==> src/rtl/carbon_uart_pkg.sv <==
// Shared types and constants for the carbon UART receive path.
// Imported by the RX PHY and by any logic that inspects its state.
package carbon_uart_pkg;

    typedef enum logic [2:0] {
        IDLE,
        START,
        DATA,
        STOP,
        BRK_WAIT
    } uart_rx_state_e;

    localparam int UART_DATA_BITS = 8;
    localparam int UART_MIN_DIV   = 4;

    // Bits needed for a bit index that must be able to hold UART_DATA_BITS itself.
    localparam int UART_BIT_IDX_W = $clog2(UART_DATA_BITS + 1);

endpackage

==> src/rtl/carbon_sync2.sv <==
// Two-flop synchronizer for a single asynchronous input pin.
// The reset value is a parameter so idle-high and idle-low pins can share it.
module carbon_sync2 #(
    parameter logic RESET_VAL = 1'b1
) (
    input  logic clk,
    input  logic rst,
    input  logic d,
    output logic q
);

    logic meta;

    // NOTE: flops use non-blocking assignments so meta and q update together at the edge.
    always_ff @(posedge clk) begin
        if (rst) begin
            meta <= RESET_VAL;
            q    <= RESET_VAL;
        end else begin
            meta <= d;
            q    <= meta;
        end
    end

endmodule

==> src/rtl/carbon_uart_rx_phy.sv <==
// 8N1 serial receiver: synchronizes rx_in, times bits from a run-time divisor
// and hands bytes out through a single-entry valid/ready holding register.
module carbon_uart_rx_phy
    import carbon_uart_pkg::*;
#(
    parameter int DIV_W   = 16,
    parameter int MIN_DIV = UART_MIN_DIV
) (
    input  logic                      clk,
    input  logic                      rst,
    input  logic                      enable,
    input  logic [DIV_W-1:0]          baud_div,
    input  logic                      rx_in,
    output logic                      rx_valid,
    output logic [UART_DATA_BITS-1:0] rx_data,
    input  logic                      rx_ready,
    output logic                      frame_err,
    output logic                      overrun_err,
    output logic                      busy
);

    localparam logic [DIV_W-1:0]          DIV_MIN  = DIV_W'(MIN_DIV);
    localparam logic [DIV_W-1:0]          DIV_ONE  = DIV_W'(1);
    localparam logic [UART_BIT_IDX_W-1:0] IDX_ONE  = UART_BIT_IDX_W'(1);
    localparam logic [UART_BIT_IDX_W-1:0] IDX_LAST = UART_BIT_IDX_W'(UART_DATA_BITS - 1);

    uart_rx_state_e state_q;
    uart_rx_state_e state_d;

    logic                      rx_s;
    logic                      prev_rx;
    logic [DIV_W-1:0]          div_clamp;
    logic [DIV_W-1:0]          div_l;
    logic [DIV_W-1:0]          cnt;
    logic [UART_BIT_IDX_W-1:0] bit_idx;
    logic [UART_DATA_BITS-1:0] shreg;

    logic start_edge;
    logic expired;
    logic last_bit;
    logic arm;
    logic start_ok;
    logic shift_en;
    logic stop_good;
    logic stop_bad;
    logic take;
    logic pop;

    carbon_sync2 #(
        .RESET_VAL (1'b1)
    ) u_rx_sync (
        .clk (clk),
        .rst (rst),
        .d   (rx_in),
        .q   (rx_s)
    );

    assign start_edge = prev_rx && !rx_s;
    assign expired    = (cnt == '0);
    assign last_bit   = (bit_idx == IDX_LAST);
    assign div_clamp  = (baud_div < DIV_MIN) ? DIV_MIN : baud_div;

    // ------------------------------------------------------------------
    // State register
    // ------------------------------------------------------------------
    always_ff @(posedge clk) begin
        if (rst) begin
            state_q <= IDLE;
        end else begin
            state_q <= state_d;
        end
    end

    // ------------------------------------------------------------------
    // Next-state logic; dropping enable abandons whatever frame is in flight
    // ------------------------------------------------------------------
    // NOTE: state_d gets a default before the case so no path can infer a latch.
    always_comb begin
        state_d = state_q;
        if (!enable) begin
            state_d = IDLE;
        end else begin
            unique case (state_q)
                IDLE:     if (start_edge) state_d = START;
                START:    if (expired) state_d = rx_s ? IDLE : DATA;
                DATA:     if (expired && last_bit) state_d = STOP;
                STOP:     if (expired) state_d = rx_s ? IDLE : BRK_WAIT;
                BRK_WAIT: if (rx_s) state_d = IDLE;
                default:  state_d = IDLE;
            endcase
        end
    end

    // ------------------------------------------------------------------
    // Output / strobe decode
    // ------------------------------------------------------------------
    always_comb begin
        busy      = (state_q != IDLE);
        arm       = 1'b0;
        start_ok  = 1'b0;
        shift_en  = 1'b0;
        stop_good = 1'b0;
        stop_bad  = 1'b0;
        if (enable) begin
            unique case (state_q)
                IDLE:     arm       = start_edge;
                START:    start_ok  = expired && !rx_s;
                DATA:     shift_en  = expired;
                STOP: begin
                    stop_good = expired && rx_s;
                    stop_bad  = expired && !rx_s;
                end
                BRK_WAIT: ;
                default:  ;
            endcase
        end
    end

    // A byte is accepted if the holding register is empty or drains this cycle.
    assign pop  = rx_valid && rx_ready;
    assign take = stop_good && (!rx_valid || rx_ready);

    // ------------------------------------------------------------------
    // Bit timing and deserializer
    // ------------------------------------------------------------------
    // NOTE: the datapath is reset too, so a reset mid-frame cannot leak a stale partial byte.
    always_ff @(posedge clk) begin
        if (rst) begin
            prev_rx <= 1'b1;
            div_l   <= DIV_MIN;
            cnt     <= '0;
            bit_idx <= '0;
            shreg   <= '0;
        end else begin
            prev_rx <= rx_s;

            if (arm) begin
                div_l <= div_clamp;
                cnt   <= (div_clamp >> 1) - DIV_ONE;
            end else if (start_ok || shift_en) begin
                cnt <= div_l - DIV_ONE;
            end else if (!expired) begin
                cnt <= cnt - DIV_ONE;
            end

            if (start_ok) begin
                bit_idx <= '0;
            end else if (shift_en) begin
                bit_idx <= bit_idx + IDX_ONE;
                shreg   <= {rx_s, shreg[UART_DATA_BITS-1:1]};
            end
        end
    end

    // ------------------------------------------------------------------
    // Holding register and error pulses
    // ------------------------------------------------------------------
    always_ff @(posedge clk) begin
        if (rst) begin
            rx_valid    <= 1'b0;
            rx_data     <= '0;
            frame_err   <= 1'b0;
            overrun_err <= 1'b0;
        end else begin
            frame_err   <= stop_bad;
            overrun_err <= stop_good && !take;

            if (take) begin
                rx_valid <= 1'b1;
                rx_data  <= shreg;
            end else if (pop) begin
                rx_valid <= 1'b0;
            end
        end
    end

endmodule
==> config.mk <==
export PLATFORM = sky130hd
export DESIGN_NAME = carbon_uart_rx_phy
export DESIGN_NICKNAME = d
export VERILOG_FILES = /design/src/rtl/carbon_uart_pkg.sv /design/src/rtl/carbon_sync2.sv /design/src/rtl/carbon_uart_rx_phy.sv
export SDC_FILE = /design/constraint.sdc
export NUM_CORES = 1
export LEC_CHECK = 0
export ABC_AREA = 1
export CAP_MARGIN = 10
export CORE_MARGIN = 2
export CORE_UTILIZATION = 30
export CTS_CLUSTER_DIAMETER = 50
export CTS_CLUSTER_SIZE = 20
export DETAILED_ROUTE_END_ITERATION = 6
export SKIP_CTS_REPAIR_TIMING = 1
export SYNTH_ARGS = -nofsm -noshare
export SYNTH_HDL_FRONTEND = slang
export SYNTH_SLANG_ARGS = --single-unit
==> constraint.sdc <==
create_clock -name clk -period 5.37 [get_ports clk]
set_clock_uncertainty 0.15 [all_clocks]
set_input_delay 1.074 -clock clk [delete_from_list [all_inputs] [get_ports clk]]
set_output_delay 1.074 -clock clk [all_outputs]
set_load 0.005 [all_outputs]
== Word level (Yosys, flattened, before mapping) ==
Index checks and enable logic that the tools add are counted.
Storage, ports and cells
  input port bits: 21
  word-level logic and storage cells: 74
  bits in registers: 61
Cells by class
  eq/ne operators: 11
  mux-type cells: 22
  bitwise gates (word level): 3
  reductions and logical operators: 21
  $lt $le $gt $ge: 1
  $add $sub $neg: 4
Operator list (count)
  $mux 16: 4
  $sub 16x1->16 const B: 2
  $mux 3: 6
  $logic_not 16->1: 1
  $lt 16x3->1 const B: 1
  $sub 15x1->16 const B: 1
  $pmux 3 s5: 1
  $mux 1: 10
  $ne 2x2->1 const B: 4
  $logic_and 1x1->1: 7
  $eq 3x2->1 const B: 2
  $reduce_and 5->1: 1
  $add 4x1->4 const B: 1
  $eq 4x3->1 const B: 1
  $reduce_or 2->1: 2
  $eq 3x1->1 const B: 1
  $eq 3x3->1 const B: 1
  $logic_not 1->1: 3
  $logic_not 3->1: 1
  $ne 3x1->1 const B: 1
  $not 1->1: 3
  $reduce_bool 3->1: 1
  $reduce_or 3->1: 1
  $logic_or 1x1->1: 2
  other kinds (4): 4

== Longest topological paths before layout ==
Gate-level depths: netlist of run 1.
  depth after elaboration: 7
  depth in mapped cells: 20

== Modules after synthesis ==
From an unflattened synthesis of run 1, not the netlist that was laid out.
Unflattened totals
  cells, all modules: 434
  area total of the unflattened synthesis: 3039.2 um^2
Modules (own cells, without submodules)
  carbon_uart_rx_phy: seq. area each 1181.1 um^2, cells each 427, instances 1, area each 2980.4 um^2
  carbon_sync2: seq. area each 40.0 um^2, cells each 7, instances 1, area each 58.8 um^2

== Worst setup path before layout of run 1 ==
OpenSTA, ideal clock, no wires.
  path kind: input port to flip-flop
  start point: in baud_div[12]
  end point: reg cnt[14]
  library setup time: 0.128 ns
  data arrival time: 2.460 ns
  buffers on the path: 0
  cell stages on the path: 17
  setup slack: 2.632 ns
  cells stage by stage: nor2_1 -> nand2_1 -> nor2_1 -> nand4_1 -> nand2_1 -> nor2_1 -> inv_1 -> nand2_1 -> inv_1 -> ha_1 -> inv_1 -> nor2_2 -> nand2_2 -> nor2_1 -> nand3_1 -> nand3_1 -> nor2_1
Between the ends
  cells in the longest elaborated chain, start to end: 4
Ends and longest elaborated chain
  from (decl): line carbon_uart_rx_phy.sv:12  | input logic [DIV_W-1:0] baud_div,
  $lt 16x3->1: line carbon_uart_rx_phy.sv:61  | assign div_clamp = (baud_div < DIV_MIN) ? DIV_MIN : baud_div;
  $mux 16 *: line carbon_uart_rx_phy.sv:61
  $sub 15x1->16 *: line carbon_uart_rx_phy.sv:139  | cnt <= (div_clamp >> 1) - DIV_ONE;
  $mux 16 *: line carbon_uart_rx_phy.sv:137  | if (arm) begin
  to (signal assigned): line carbon_uart_rx_phy.sv:139
  to (signal assigned): line carbon_uart_rx_phy.sv:141  | cnt <= div_l - DIV_ONE;
  to (signal assigned): line carbon_uart_rx_phy.sv:143  | cnt <= cnt - DIV_ONE;
  to (decl): line carbon_uart_rx_phy.sv:34  | logic [DIV_W-1:0] cnt;
Mark *: on every way between the ends. The rest lies on a longest branch, timed or not.
A chain may end at the register's enable or synchronous reset.

== Worst setup path after layout of run 1 ==
  start point: in enable
  end point: reg cnt[14]
Between the ends
  cells in the longest elaborated chain, start to end: 4
Ends and longest elaborated chain
  from (decl): line carbon_uart_rx_phy.sv:11  | input logic enable,
  $mux 1: line carbon_uart_rx_phy.sv:104  | if (enable) begin
  $logic_or 1x1->1: line carbon_uart_rx_phy.sv:140  | end else if (start_ok || shift_en) begin
  $mux 16: line carbon_uart_rx_phy.sv:140
  $mux 16: line carbon_uart_rx_phy.sv:137
Parallel ways exist; a longest one is shown, timed or not.

==> impl_metrics.yaml, run 1 <==
outcome:
  outcome: "complete, no violations"
hold_path:
  worstHoldStart: "u_rx_sync.meta"
  hp-class: "flop to flop"
  hold_depth: 1
  holdPathEnd: "u_rx_sync.q"
layout:
  final_common_cell: "nand2_1"
  fin_nets: 495
  multi_input_area_um2: 1490
  fillerInstances: 1050
  utilization_pct: 37.1
  layout_common_cells: "nand2_1, dfxtp_1, nor2_1, inv_1, a21oi_1"
  postLayoutCellArea_um2: 3610
  antenna_cells: 0
  area.sequential_um2: 1220
  drive_gt1_share_pct: 10.9
  area_growth_pct: 20.5
logic_synthesis:
  yosysSeqAreaShare_pct: 40.8
  netlist_instances: 440
  syn_area_per_cell_um2: 6.81
  ys_types: 31
  syn-num-nets: 463
  yosys_warnings: 0
  synth-async-reset-ratio_pct: 0
  ys_ff_latch: 61
  netlist_area_um2: 3000
  synth_edf_count: 0
  synth_flop_cell: "dfxtp_1"
placed_design:
  dpl.hpwl_um: 5390
  place_area_um2: 3420
  place_congestion: 0.895
  port_buffers: 32
worst_setup_path:
  crit_family: "buffers and inverters"
  required_ps: 5430
  critPathMaxStageDelay_ps: 630
  reg2reg_slack_ps: 2460
  r2r_end: "cnt[14]"
  worst-r2r-cell-count: 16
  critPathKind: "input pin to flop"
  worst-path-buf-inv: 5
  cp_max_fo: 23
  worstPathCellList: "clkdlybuf4s50_1 > nand3_4 > inv_1 > nand2_1 > nor2_1 > inv_1 > nand2_1 > inv_1 > ha_1 > inv_1 > nor2_2 > nand2_2 > nor2_1 > nand2_1 > nand2_1 > nand3_1 > nor2_1"
  critPathSlowestCell: "clkdlybuf4s50_1"
  critPathLaunchType: "input pin"
  critPathArrivalTime_ps: 3580
  timing.rr.start: "cnt[10]"
  cp-end-kind: "flop"
floorplanning:
  start_util_pct: 30.8
  pin_count: 33
  die_w_um: 104
  die_y_um: 104
  die_area_um2: 10800
  rows: 36
  core_area_um2: 9730
detailed_routing:
  drt_iter0_markers: 164
  drtPass1Iterations: 4
  via_count: 2765
  viasPerCell: 4.53
  drc: 0
  wl_per_cell_um: 11.5
  ant_nets: 0
  postRouteWirelength_um: 7040
grt:
  grt_max_degree: 25
  overflow: 0
  grtUsageTotal_pct: 13.9
  grt_pass1_vias: 2783
  grt_pass1_wl_um: 12300
  antenna_found_initial: 0
timing:
  slew_viol_final: 0
  fin_crit_sh_pct: 65.6
  hold_ws_ps: 306
  relSlewSlack_pct: 37.7
  finalSetupTns_ps: 0
  setup_violations: 0
  rsz0062_at_grt: "false"
  max_freq_ghz: 0.284
  worst_slew_pin_slew_ps: 931
  final-hold-violation-count: 0
  post-route-min-period_ps: 3520
power:
  total_power_uw: 1560
  p_per_area_nw_per_um2: 432
  leakage_uw: 0.00155
  peakVddDrop_mv: 0.171
clocking:
  cts_root_buffer: "clkbuf_8"
  cts_max_level: 3
  clock_sinks: 61
  clockBufferDepth: 2
  cts.reportedPaths.clkPinSlew_ps: 80
  cts_made_buffers: 9
  clk_latency_ps: 350
  cts_tree: "done"
job:
  drv_cap: 0
[worst max path at each step]
stage / start / to / slack [ps] / depth (start not counted)
floorplan: baud_div[12] / cnt[14] / 2630 / 17
global placement: enable / cnt[14] / 1540 / 17
detailed placement: enable / cnt[14] / 1480 / 17
CTS: enable / cnt[14] / 1840 / 17
global route: enable / cnt[14] / 1550 / 17
finish: enable / cnt[14] / 1850 / 17
[stage by stage]
step	setup WS, ps	std cells
after floorplan	2630	440
after global placement	1540	594
after detailed placement	1480	594
after CTS	1840	610
after global routing	1550	610
final	1850	610
[cells in the mapped netlist, drive strengths merged (2+ instances only)]
cell	count	share of area [%]
a21oi	39	6.5
inv	58	7.3
nor2	68	11
dfxtp	61	41
nand3	24	4.6
and2	2	0.42
or2	2	0.42
buf	8	1.7
a31oi	3	0.63
nand2	130	18
o21bai	2	0.50
clkbuf	4	0.50
o21ai	20	3.3
nor3	8	1.3
ha	2	0.83
nand4	4	1.3
[final cells by class]
type / instances / share of cell area, %
Inverter: 58 / 6.03
Multi-Input combinational cell: 309 / 41.3
Tap cell: 133 / 4.61
Clock inverter: 5 / 0.936
Clock buffer: 11 / 4.19
Sequential cell: 61 / 33.8
Timing Repair Buffer: 33 / 9.08
[sequential cells by signal (all words and copies together) (netlist names)]
register / count
frame_err: 1
overrun_err: 1
bit_idx: 4
prev_rx: 1
u_rx_sync.meta: 1
rx_data: 8
rx_valid: 1
u_rx_sync.q: 1
shreg: 8
div_l: 16
cnt: 16
state_q: 3
[cell families (layout without fill, tap and decap cells)]
kind of cell / Yosys count / in the layout / synth area share [%]
buf+inv: 70 / 107 / 9.48
xor+xnor: 1 / 1 / 0.292
fa+ha+maj: 2 / 2 / 0.835
compound gates: 67 / 67 / 11.8
simple gates: 239 / 239 / 36.9
flops: 61 / 61 / 40.8
[layer usage]
metal | track usage, % | share of wire [%] | vias to the layer above
met5 | 0 | 0 | -
met4 | 6.66 | 2.1 | 0
met3 | 2.38 | 2.9 | 12
met2 | 23.4 | 47 | 42
met1 | 17.3 | 48 | 1267
li1 | - | - | 1444
[report_power, final]
| group | internal [uW] | switching [uW] | total [uW] |
|---|---|---|---|
| logic | 216 | 414 | 629 |
| registers | 510 | 34.4 | 545 |
| clock network | 192 | 192 | 384 |
Power figures use the tool's default switching activity.
==> run 2, diff against run 1 <==
==> constraint.sdc (replaced) <==
create_clock -name clk -period 3.5 [get_ports clk]
set_clock_uncertainty 0.15 [all_clocks]
set_input_delay 0.7 -clock clk [delete_from_list [all_inputs] [get_ports clk]]
set_output_delay 0.7 -clock clk [all_outputs]
set_load 0.005 [all_outputs]
==> run 2 against run 1 <==
- global-route usage up 0.21 points
- cell count up 0.82%
- critical path depth grew 1
- largest power group unchanged
- largest cell class unchanged
- highest routed layer unchanged
- critical endpoint unchanged
- clock power grew 79%
==> impl_metrics.yaml, run 2 (synthesized netlist as in run 1, its figures left out) <==
timing:
  final.setup.worst_slack_ps: 679
  fin_crit_sh_pct: 80.6
  worst_slew_pin_slew_ps: 701
  finalSetupTns_ps: 0
  hold_ws_ps: 262
  relSlewSlack_pct: 53.1
  final-hold-violation-count: 0
  setup_violations: 0
  post-route-min-period_ps: 2820
  rsz0062_at_grt: "false"
  slew_viol_final: 0
  max_freq_ghz: 0.354
layout:
  layout_common_cells: "nand2_1, dfxtp_1, nor2_1, inv_1, a21oi_1"
  fillerInstances: 1051
  drive_gt1_share_pct: 11.6
  postLayoutCellArea_um2: 3680
  area_growth_pct: 22.9
  multi_input_area_um2: 1490
  antenna_cells: 0
  area.sequential_um2: 1220
  finalNonFillerCells: 615
  reg.largest.list: "cnt (16), div_l (16)"
  fin_nets: 501
  final_common_cell: "nand2_1"
worst_setup_path:
  critPathLaunchType: "input pin"
  r2r_end: "cnt[14]"
  timing.rr.start: "state_q[1]"
  critPathSlowestCell: "clkdlybuf4s50_1"
  crit_family: "simple AND/OR/NAND/NOR gates"
  worst-path-buf-inv: 4
  critPathKind: "input pin to flop"
  critPathMaxStageDelay_ps: 420
  reg2reg_slack_ps: 900
  worstPathCellList: "clkdlybuf4s50_1 > nor2_1 > nand2_1 > nor2_1 > nand4_1 > nand2_1 > nor2_1 > inv_1 > nand2_1 > inv_1 > ha_1 > inv_1 > nor2_2 > nand2_2 > nor2_1 > nand3_1 > nand3_1 > nor2_1"
  worst-r2r-cell-count: 17
  cpMostUsedCell: "nor2_1"
  required_ps: 3570
  cp-end-kind: "flop"
  cp_max_fo: 4
  critPathArrivalTime_ps: 2890
power:
  clockPowerShare_pct: 27.6
  p_sw_share_pct: 38.6
  power_frac_comb_pct: 39.2
  seq_power_share_pct: 33.2
  leakage_uw: 0.00160
  p_int_uw: 1530
  p_sw_uw: 963
  p_per_area_nw_per_um2: 678
  peakVddDrop_mv: 0.201
grt:
  antenna_found_initial: 0
  grt_pass1_vias: 2725
  grt_pass1_wl_um: 12500
  grt_max_degree: 24
  grtUsageTotal_pct: 14.1
  overflow: 0
placed_design:
  place_inst: 600
  place_area_um2: 3470
  dpl.hpwl_um: 5370
  place_congestion: 0.858
  port_buffers: 32
  pre_cts_slack_ps: 319
job:
  drv_cap: 0
clocking:
  cts_root_buffer: "clkbuf_8"
  clk_latency_ps: 340
  clockBufferDepth: 2
  cts_tree: "done"
  cts_made_buffers: 9
  clock_sinks: 61
  cts_max_level: 3
  cts.reportedPaths.clkPinSlew_ps: 60
detailed_routing:
  drc: 0
  drt_iter0_markers: 144
  postRouteWirelength_um: 7260
  viasPerCell: 4.63
  wl_per_cell_um: 11.8
  via_count: 2846
  ant_nets: 0
  drtPass1Iterations: 4
floorplanning:
  core_area_um2: 9730
  die_y_um: 104
  start_util_pct: 30.8
  rows: 36
  pin_count: 33
  die_area_um2: 10800
  die_w_um: 104
hold_path:
  hold_depth: 1
  hp-class: "flop to flop"
  holdPathEnd: "u_rx_sync.q"
  worstHoldStart: "u_rx_sync.meta"
outcome:
  outcome: "complete, no violations"
-- run 2: cell type report --
cell class | instances | area share [%]
clock buffer | 11 | 3.84
clock inverter | 4 | 1.97
inverter | 58 | 5.91
multi-input combinational | 309 | 40.5
sequential | 61 | 33.2
tap | 133 | 4.52
timing repair buffer | 39 | 10.1
-- run 2: worst max path at each step --
| stage | startpoint | depth (start not counted) | end |
|---|---|---|---|
| 6_report | baud_div[12] | 18 | cnt[14] |
| 5_1_grt | baud_div[8] | 19 | cnt[14] |
| 4_1_cts | baud_div[12] | 18 | cnt[14] |
| 3_5_place_dp | baud_div[12] | 18 | cnt[14] |
| 3_3_place_gp | baud_div[14] | 18 | cnt[14] |
| 2_1_floorplan | baud_div[12] | 17 | cnt[14] |
-- run 2: power by group through the flow --
stage	combinational [uW]	clock, uW	sequential, uW
floorplan	767	0	828
global placement	966	0	843
detailed placement	975	0	842
CTS	981	705	828
global route	1120	728	837
finish	979	689	828
-- run 2: routing by layer --
metal  vias up  global-route usage (%)  wire (um)
met5         -                       0          0
met4         0                    5.31        166
met3        12                    3.38        322
met2        63                    22.7       3240
met1      1307                    18.3       3540
li1       1464                       -          -
-- run 2: per-stage QoR --
step	utilization (%)	power, uW
floorplan	-	1590
global placement	35.7	1810
detailed placement	35.7	1820
CTS	37.9	2510
global route	37.9	2680
finish	37.9	2500
==> run 3, diff against run 2 <==
==> constraint.sdc (replaced) <==
create_clock -name clk -period 2.95 [get_ports clk]
set_clock_uncertainty 0.15 [all_clocks]
set_input_delay 0.59 -clock clk [delete_from_list [all_inputs] [get_ports clk]]
set_output_delay 0.59 -clock clk [all_outputs]
set_load 0.005 [all_outputs]
==> run 3 against run 2 <==
- critical path depth unchanged
- routed wire length decreased by 3.2%
- cell count increased by 2.0%
- combinational power increased by 21%
- sequential power increased by 18%
- register-to-register slack got worse by 450 ps
- largest power group unchanged
==> impl_metrics.yaml, run 3 (synthesized netlist as in run 1, its figures left out) <==
power:
  leakage_uw: 0.00164
  total_power_uw: 2870
  p_per_area_nw_per_um2: 766
  peakVddDrop_mv: 0.242
grt:
  antenna_found_initial: 0
  grt_pass1_wl_um: 12000
  overflow: 0
  grt_pass1_vias: 2646
  grtUsageTotal_pct: 13.6
  grt_max_degree: 24
hold_path:
  hp-class: "flop to flop"
  worstHoldStart: "u_rx_sync.meta"
  hold_depth: 1
  holdPathEnd: "u_rx_sync.q"
floorplanning:
  pin_count: 33
  start_util_pct: 30.8
  die_w_um: 104
  core_area_um2: 9730
  rows: 36
  die_area_um2: 10800
  die_y_um: 104
timing:
  fin_crit_sh_pct: 89.7
  slew_viol_final: 0
  rsz0062_at_grt: "false"
  setup_violations: 0
  final-hold-violation-count: 0
  post-route-min-period_ps: 2650
  worst_slew_pin_slew_ps: 447
  max_freq_ghz: 0.378
  final.setup.worst_slack_ps: 303
  relSlewSlack_pct: 69.9
  hold_ws_ps: 272
layout:
  finalNonFillerCells: 627
  drive_gt1_share_pct: 13.8
  antenna_cells: 0
  fillerInstances: 1073
  final_common_cell: "nand2_1"
  fin_nets: 513
  layout_common_cells: "nand2_1, dfxtp_1, nor2_1, inv_1, a21oi_1"
  reg.largest.list: "cnt (16), div_l (16)"
  area_growth_pct: 25.0
worst_setup_path:
  critPathLaunchType: "input pin"
  cp_max_fo: 4
  required_ps: 3030
  worst-r2r-cell-count: 16
  critPathKind: "input pin to flop"
  cp-end-kind: "flop"
  timing.rr.start: "cnt[8]"
  reg2reg_slack_ps: 450
  critPathArrivalTime_ps: 2720
  r2r_end: "cnt[14]"
detailed_routing:
  wl_per_cell_um: 11.2
  drc: 0
  ant_nets: 0
  drtPass1Iterations: 5
  drt_iter0_markers: 156
  via_count: 2800
  postRouteWirelength_um: 7030
  viasPerCell: 4.47
placed_design:
  place_inst: 612
  dpl.hpwl_um: 5330
  pre_cts_slack_ps: -75.0
  port_buffers: 32
  place_congestion: 0.864
clocking:
  clock_sinks: 61
  cts_tree: "done"
  clk_latency_ps: 340
  clockBufferDepth: 2
  cts_root_buffer: "clkbuf_8"
  cts_max_level: 3
  cts.reportedPaths.clkPinSlew_ps: 70
  cts_made_buffers: 9
job:
  drv_cap: 0
outcome:
  outcome: "complete, no violations"
## run 3: how the worst max path moves through the flow
| stage | from | end | slack, ps | depth (start not counted) |
|---|---|---|---|---|
| after floorplan | state_q[0] | cnt[14] | 660 | 18 |
| after global placement | enable | cnt[14] | 40 | 14 |
| after detailed placement | baud_div[12] | cnt[14] | -80 | 18 |
| after CTS | baud_div[12] | cnt[14] | 290 | 18 |
| after global routing | baud_div[13] | cnt[14] | 60 | 19 |
| final | baud_div[12] | cnt[14] | 300 | 18 |
## run 3: through the flow
step	area (um^2)	setup TNS (ps)	util (%)
after floorplan	3000	0	-
after global placement	3560	0	36.6
after detailed placement	3560	-177	36.6
after CTS	3740	0	38.4
after global routing	3740	0	38.5
final	3740	0	38.5
## run 3: final cells by class
| type | count | area [um^2] | share of cell area (%) |
|---|---|---|---|
| multi-input combinational | 309 | 1500 | 40.0 |
| sequential | 61 | 1220 | 32.6 |
| clock buffer | 10 | 128 | 3.41 |
| clock inverter | 5 | 52.6 | 1.40 |
| tap | 133 | 166 | 4.44 |
| timing repair buffer | 51 | 463 | 12.4 |
| inverter | 58 | 218 | 5.81 |
## run 3: report_power, final
part	internal [uW]	leakage, uW	switching (uW)
Sequential	929	0.000495	47.5
Combinational	420	0.00105	762
Clock	381	0.0000919	327
## run 3: worst max-delay path: stages
cell and delay [ps]:
clkdlybuf4s50_1 420, nor2_1 120, nand2_1 60, nor2_1 210, nand4_1 180, nand2_1 90, nor2_1 40, inv_1 60
nand2_1 70, inv_1 60, ha_1 130, inv_1 70, nor2_4 150, nand2_2 110, nor2_1 140, nand3_1 90
nand3_1 80, nor2_1 40
## run 3: metal layers
layer,up-vias,routed length [um],GRT usage [%]
met3,8,280,2.88
met2,45,3200,22.2
met4,0,113,5.69
li1,1485,-,-
met5,-,0,0
met1,1262,3430,17.5
